--- src/rtl/pb_ctrl_pkg.sv ---
// Shared types and helpers for pushbutton consumers in the stopwatch control path.
package pb_ctrl_pkg;

    typedef enum logic [1:0] {
        PB_IDLE    = 2'd0,
        PB_PRESSED = 2'd1,
        PB_LONG    = 2'd2
    } pb_state_t;

    function automatic int ms_to_cycles(input int ms, input int clkfreq);
        return (ms * clkfreq) / 1000;
    endfunction

    function automatic int max_int(input int a, input int b);
        return (a > b) ? a : b;
    endfunction

endpackage

--- src/rtl/pb_edge_detect.sv ---
// Rise/fall detector for a clean level input; previous sample resets high so a
// level already asserted at reset release is not mistaken for a new edge.
module pb_edge_detect (
    input  logic clk,
    input  logic rst_n,
    input  logic pb_i,
    output logic rise_o,
    output logic fall_o
);

    logic pb_q;

    always_ff @(posedge clk or negedge rst_n) begin
        if (!rst_n) begin
            pb_q <= 1'b1;
        end else begin
            pb_q <= pb_i;
        end
    end

    assign rise_o = pb_i & ~pb_q;
    assign fall_o = ~pb_i & pb_q;

endmodule

--- src/rtl/pb_press_classifier.sv ---
// Turns a debounced button level into single-cycle press/release/short/long/repeat
// events for the stopwatch control FSM. All outputs are registered.
module pb_press_classifier
    import pb_ctrl_pkg::*;
#(
    parameter int CLKFREQ   = 1000,
    parameter int LONG_MS   = 1000,
    parameter int REPEAT_MS = 200,
    parameter int REPEAT_EN = 1
) (
    input  logic       clk,
    input  logic       rst_n,
    input  logic       pb_debounced,
    output logic       press_pulse,
    output logic       release_pulse,
    output logic       short_pulse,
    output logic       long_pulse,
    output logic       repeat_pulse,
    output logic       held,
    output logic [1:0] dbg_state
);

    localparam int LONG_CYC   = ms_to_cycles(LONG_MS, CLKFREQ);
    localparam int REPEAT_CYC = ms_to_cycles(REPEAT_MS, CLKFREQ);
    localparam int MAX_CYC    = max_int(LONG_CYC, REPEAT_CYC);
    localparam int CTRBITS    = (MAX_CYC < 2) ? 1 : $clog2(MAX_CYC);

    localparam logic [CTRBITS-1:0] LONG_LAST   = CTRBITS'(LONG_CYC - 1);
    localparam logic [CTRBITS-1:0] REPEAT_LAST = CTRBITS'(REPEAT_CYC - 1);

    if (LONG_CYC < 2) begin : g_long_too_short
        $error("pb_press_classifier: LONG_CYC must be at least 2");
    end
    if (REPEAT_CYC < 2) begin : g_repeat_too_short
        $error("pb_press_classifier: REPEAT_CYC must be at least 2");
    end

    logic rise;
    logic fall;

    pb_edge_detect u_edge (
        .clk    (clk),
        .rst_n  (rst_n),
        .pb_i   (pb_debounced),
        .rise_o (rise),
        .fall_o (fall)
    );

    pb_state_t          state_q, state_d;
    logic [CTRBITS-1:0] count_q, count_d;
    logic press_q, press_d;
    logic release_q, release_d;
    logic short_q, short_d;
    logic long_q, long_d;
    logic repeat_q, repeat_d;
    logic held_q, held_d;

    always_ff @(posedge clk or negedge rst_n) begin
        if (!rst_n) begin
            state_q   <= PB_IDLE;
            count_q   <= '0;
            press_q   <= 1'b0;
            release_q <= 1'b0;
            short_q   <= 1'b0;
            long_q    <= 1'b0;
            repeat_q  <= 1'b0;
            held_q    <= 1'b0;
        end else begin
            state_q   <= state_d;
            count_q   <= count_d;
            press_q   <= press_d;
            release_q <= release_d;
            short_q   <= short_d;
            long_q    <= long_d;
            repeat_q  <= repeat_d;
            held_q    <= held_d;
        end
    end

    // A fall always takes priority, so a release landing on a threshold edge
    // is reported as a plain release and never as long/repeat.
    always_comb begin
        state_d   = state_q;
        count_d   = count_q;
        press_d   = 1'b0;
        release_d = 1'b0;
        short_d   = 1'b0;
        long_d    = 1'b0;
        repeat_d  = 1'b0;
        case (state_q)
            PB_IDLE: begin
                if (rise) begin
                    press_d = 1'b1;
                    state_d = PB_PRESSED;
                    count_d = '0;
                end
            end
            PB_PRESSED: begin
                if (fall) begin
                    release_d = 1'b1;
                    short_d   = 1'b1;
                    state_d   = PB_IDLE;
                    count_d   = '0;
                end else if (count_q == LONG_LAST) begin
                    long_d  = 1'b1;
                    state_d = PB_LONG;
                    count_d = '0;
                end else begin
                    count_d = count_q + 1'b1;
                end
            end
            PB_LONG: begin
                if (fall) begin
                    release_d = 1'b1;
                    state_d   = PB_IDLE;
                    count_d   = '0;
                end else if (REPEAT_EN != 0) begin
                    if (count_q == REPEAT_LAST) begin
                        repeat_d = 1'b1;
                        count_d  = '0;
                    end else begin
                        count_d = count_q + 1'b1;
                    end
                end
            end
            default: begin
                state_d = PB_IDLE;
                count_d = '0;
            end
        endcase
        held_d = (state_d != PB_IDLE);
    end

    assign press_pulse   = press_q;
    assign release_pulse = release_q;
    assign short_pulse   = short_q;
    assign long_pulse    = long_q;
    assign repeat_pulse  = repeat_q;
    assign held          = held_q;
    assign dbg_state     = state_q;

endmodule

--- config.mk ---
export PLATFORM = sky130hd
export DESIGN_NAME = pb_press_classifier
export DESIGN_NICKNAME = d
export VERILOG_FILES = /design/src/rtl/pb_ctrl_pkg.sv /design/src/rtl/pb_edge_detect.sv /design/src/rtl/pb_press_classifier.sv
export SDC_FILE = /design/constraint.sdc
export NUM_CORES = 1
export LEC_CHECK = 0
export ABC_CLOCK_PERIOD_IN_PS = 1450
export BUFFER_PORTS_ARGS = -buffer_cell sky130_fd_sc_hd__buf_2
export CAP_MARGIN = 15
export CORE_UTILIZATION = 50
export CTS_CLUSTER_SIZE = 10
export DETAILED_ROUTE_END_ITERATION = 12
export PLACE_DENSITY_LB_ADDON = 0.1
export SKIP_LAST_GASP = 1
export SYNTH_ARGS = -nofsm -noshare
export SYNTH_HDL_FRONTEND = slang
export SYNTH_SLANG_ARGS = --single-unit
--- constraint.sdc ---
create_clock -name clk -period 1.45 [get_ports clk]
set_input_delay 0.145 -clock clk [delete_from_list [all_inputs] [get_ports clk]]
set_output_delay 0.145 -clock clk [all_outputs]
set_load 0.01 [all_outputs]
After elaboration in Yosys (flattened, before gate mapping). Cells that the tools add are included.

$add $sub $neg: 1. $mul: 0. Divide/modulo/power cells: 0. Order comparisons: 0. Eq/ne operators: 5. Shifts and indexed selects: 0. Multiplexer cells: 22. Bitwise gates (word level): 4. Reductions and logical operators: 3.

Operators with widths (number): $mux 10 (5); $pmux 10 s3 (1); $mux 1 (11); $add 10x1->10 const B (1); $eq 10x10->1 const B (1); $eq 10x8->1 const B (1); $mux 2 (4); $pmux 2 s3 (1); $and 1x1->1 (2); $eq 2x1->1 const B (1); $eq 2x2->1 const B (1); $logic_not 2->1 (1); $ne 2x2->1 const B (1); $not 1->1 (2); $reduce_bool 2->1 (1); $reduce_or 2->1 (1).

Flip-flop bits (word level): 19. Latch bits: 0. Bits in writable memories: 0. Memory bits (read-only): 0. Input port bits: 3. Output and inout bits: 8. Word-level logic and storage cells: 44. Memories kept: 0.

Logic depth before layout (Yosys ltp).
Word-level depth: 5. Gate-level depth with buffers: 7. Mapped depth without buffers: 6.

Cells and area by module. From an unflattened synthesis, not the netlist that was laid out.

Cell total of the unflattened synthesis: 111. Area, all modules: 1054.8 um^2.

By module, submodules not included: pb_press_classifier (times used 1, cells each 108, area each 1013.5 um^2, seq. area each 450.4 um^2); pb_edge_detect (times used 1, cells each 3, area each 41.3 um^2, seq. area each 26.3 um^2).

Least setup slack after synthesis. No wires, ideal clock.

Path kind: register -> register. Start point: register state_q[0] (netlist: dbg_state[0]). End point: register count_q[9]. Library setup time: 122 ps. Arrival: 1494 ps. Data required time: 1328 ps. Setup slack: -166 ps. Cell stages (with the launch flop): 8. Buffers on the path: 1. Period minus slack after synthesis: 1616 ps. Cell sequence: dfrtp_1 > inv_1 > ha_1 > and2_1 > clkbuf_1 > nor4_2 > xnor2_1 > nor2_1.

Cells in the longest elaborated chain, start to end: 2. Elaborated cells on any way between the ends: 5. Classes of those cells: eq/ne: 3; mux: 1; reduce/logical: 1.

Ends and longest elaborated chain: from (decl) (RTL line pb_press_classifier.sv:49) `pb_state_t state_q, state_d;`; from (signal assigned) (RTL line pb_press_classifier.sv:69) `state_q <= state_d;`; $eq 2x2->1 (tied with other cells) (RTL line pb_press_classifier.sv:90) `case (state_q)`; $pmux 10 s3 or $ne 2x2->1 (tied branches); to (signal assigned) (RTL line pb_press_classifier.sv:70) `count_q <= count_d;`; to (decl) (RTL line pb_press_classifier.sv:50) `logic [CTRBITS-1:0] count_q, count_d;`.

Parallel ways exist; a longest one is shown, timed or not. A chain may end at the register's enable or synchronous reset.

Worst setup path after layout.
Start point: register count_q[1]. End point: register held_q (netlist: held).

Cells in the longest elaborated chain, start to end: 5.

Ends and longest elaborated chain: $eq 10x10->1 (RTL line pb_press_classifier.sv:104) `end else if (count_q == LONG_LAST) begin`; $mux 2 (RTL line pb_press_classifier.sv:104); $mux 2 (RTL line pb_press_classifier.sv:99) `if (fall) begin`; $pmux 2 s3 (RTL line pb_press_classifier.sv:90); $reduce_bool 2->1 (RTL line pb_press_classifier.sv:131) `held_d = (state_d != PB_IDLE);`; via held_d (RTL line pb_press_classifier.sv:56) `logic held_q, held_d;`; to (signal assigned) (RTL line pb_press_classifier.sv:76) `held_q <= held_d;`; to (decl) (RTL line pb_press_classifier.sv:56).

The timed path passes the listed nets, and every way through them passes these cells.

==> run_results.csv <==
group,metric,value,unit
floorplanning,die_w,47.0,um
timing,clock-skew-final,0.0105,ns
setup_path,r2r_slack,-0.17,ns
synthesis,ys_types,33,
layout,num-fill-cells,120,
power_and_ir_drop,seqPwrFrac,41.1,%
timing,fin_crit,1.62,ns
min_path,whs_path_depth,2,
power_and_ir_drop,powerDensity,1040,nW/um2
power_and_ir_drop,switchingPower,547,uW
grt,grt_use_total,24.6,%
placement,dp_hpwl,1670,um
timing,finalSetupTns,-1.63,ns
power_and_ir_drop,ir_drop,0.000987,V
grt,grt_pass1_vias,832,
synthesis,synth_warnings,0,
setup_path,critPathSlowestCell,"dfrtp_1",
clocking,cts_tree,"yes",
grt,antenna_found_initial,0,
layout,final_cell_mix,"buf_4 (25), dfrtp_1 (17), nand2_1 (14)",
clocking,cts.clk_slew.worst_paths,0.12,ns
status,violations,"setup timing",
timing,whs,0.0728,ns
route,wirelength,2260,um
setup_path,worstPathCellList,"ha_4 > nand4bb_4 > nor4_4 > buf_4 > o21ai_2 > nor2_2 > o22ai_1",
power_and_ir_drop,p_clk_share,18.5,%
layout,post-route-util,79.4,%
setup_path,r2r-end,"held",
synthesis,avgSynthCellArea,9.73,um2
floorplanning,core,1800,um2
floorplanning,rows,15,
min_path,hold_path.class,"primary input to flop",
status,outcome,"complete, but fails checks",
timing,fmax,616,MHz
route,vias,905,
setup_path,cp_max_fo,3,
clocking,cts_made_buffers,3,
power_and_ir_drop,p_leak,0.000681,uW
grt,grt_overflow_total,0,
layout,final_nets,152,
synthesis,syn_inst,104,
layout,antennaDiodeCount,0,
setup_path,critical_path_class,"flop to flop",
placement,io_buffers,10,
floorplanning,dieArea,2210,um2
layout,drive_gt1_share,45.5,%
setup_path,r2r-start,"count_q[1]",
floorplanning,start_util,56.2,%
timing,finalHoldViolations,0,
timing,fin_crit_sh,112,%
floorplanning,die_y,47.0,um
clocking,ctsHtreeMaxLevel,1,
timing,rsz0062_at_grt,"true",
setup_path,endpoint_kind,"flop",
power_and_ir_drop,comb_power_share,40.5,%
synthesis,synth-seq-cells,19,
timing,fin_ws,-0.173,ns
placement,gp_congestion,0.854,
route,drc,0,
power_and_ir_drop,p_sw_share,36.6,%
setup_path,slowest_delay,0.41,ns
synthesis,syn-num-nets,112,
clocking,cts_num_sinks,19,
timing,finalSetupViolations,13,
layout,final_common_cell,"buf_4",
synthesis,synth.yosys.seq_area_share,47.1,%
route,via_per_inst,5.39,
clocking,insertion_delay,0.30,ns
grt,grt_max_degree,20,
clocking,clk_path_buf_depth,2,
synthesis,syn_area,1010,um2
layout,synthToLayoutAreaGrowth,41.4,%
timing,relSlewSlack,72.5,%
timing,worst_pin_slew,0.412,ns
min_path,hold_start,"pb_debounced",
timing,final_max_slew_viol_count,0,
setup_path,startpoint_type,"flop",
clocking,cts_root_buffer,"clkbuf_4",
power_and_ir_drop,p_int,948,uW
setup_path,required,1.65,ns
route,wl_per_cell,13.5,um
floorplanning,io_pins,11,
setup_path,reg2reg_depth,7,
setup_path,critPathArrivalTime,1.82,ns
route,drt_iter0_markers,27,
grt,grt_pass1_wl,3730,um
route,ant_nets,0,
job,drv_cap,0,
route,dr.pass1.iters,4,
min_path,min_to,"u_edge.pb_q",
repair_timing:
item / in CTS / in global routing
setup buffers: 2 / 2
pin swaps: 8 / 8
resized for setup: 8 / 8
endpoints found under the hold margin: 18 / 0
endpoints found under the setup margin: 14 / 13
hold buffers: 1 / 0
power groups by stage:
stage          Clock (uW)  Combinational (uW)  Sequential (uW)
3_5_place_dp            0                 537              625
2_1_floorplan           0                 299              650
4_1_cts               280                 571              614
5_1_grt               309                 664              620
6_report              277                 605              614
3_3_place_gp            0                 523              622
per-stage QoR:
step                      cells  power, uW  setup WS [ns]  cell area (um2)
after detailed placement    159       1160         -0.193             1300
final                       168       1500         -0.173             1430
after floorplan             104        950        -0.0645             1060
after global placement      159       1140         -0.128             1300
after CTS                   166       1470         -0.151             1390
after global routing        168       1590         -0.259             1430
cell usage after synthesis, drive strengths merged:
cell / count / area, um2
o21bai: 1 / 7.51
a211oi: 1 / 7.51
and2: 1 / 6.26
and3: 2 / 12.5
a21oi: 3 / 15.0
or3: 1 / 6.26
xnor2: 2 / 17.5
nor2b: 1 / 6.26
nor2: 13 / 51.3
a31oi: 1 / 6.26
nor4b: 1 / 8.76
nor4: 3 / 40.0
o22ai: 2 / 18.8
nand2b: 2 / 20.0
o311ai: 1 / 16.3
xor2: 2 / 17.5
nand4: 1 / 6.26
ha: 5 / 62.6
dfstp: 1 / 26.3
o21ai: 5 / 25.0
nand2: 15 / 56.3
dfrtp: 18 / 450
inv: 7 / 26.3
nor3: 3 / 20.0
clkbuf: 1 / 3.75
nand3: 10 / 50.1
nand4bb: 1 / 27.5
worst max-delay path, delay by kind of cell (launching register included):
family / cells / cell delay (ns)
AND/OR/NAND/NOR: 3 / 0.60
flip-flops: 1 / 0.41
buffers and inverters: 1 / 0.18
adder cells (fa/ha/maj): 1 / 0.17
AO/OA/AOI/OAI: 2 / 0.16
layer usage:
layer / vias to the layer above / routed length [um] / GRT usage [%]
li1: 441 / - / -
met3: 5 / 78 / 3.46
met2: 21 / 1090 / 38.9
met1: 438 / 1060 / 34.4
met4: 0 / 31 / 9.14
met5: - / 0 / 0
kinds of logic (layout without fill, tap and decap cells):
logic type,after synthesis,in the layout,synth area share [%]
flip-flops,19,19,47.1
AND/OR/NAND/NOR,54,54,30.8
AO/OA/AOI/OAI,14,14,9.52
XOR/XNOR,4,4,3.46
adder cells (fa/ha/maj),5,5,6.18
buffers and inverters,8,47,2.97
sequential cells by signal, summed over array words and instances (netlist names):
register / count
release_pulse: 1
dbg_state: 2
u_edge.pb_q: 1
press_pulse: 1
short_pulse: 1
held: 1
long_pulse: 1
repeat_pulse: 1
count_q: 10
layout make-up:
type	instances	area [um2]	area share (%)
inverters	7	26.3	1.84
clock inverters	1	7.51	0.524
flip-flops and latches	19	478	33.4
multi-input cells	77	618	43.2
clock buffers	3	22.5	1.57
repair buffers	36	248	17.3
well taps	25	31.3	2.19
worst max path at each step:
stage / start / depth (start not counted) / endpoint
2_1_floorplan: dbg_state[1] / 6 / count_q[5]
3_3_place_gp: count_q[1] / 6 / held
3_5_place_dp: count_q[1] / 6 / held
4_1_cts: dbg_state[0] / 6 / count_q[5]
5_1_grt: count_q[1] / 7 / held
6_report: count_q[1] / 7 / held
No activity file was read; power rests on OpenSTA's default activity.
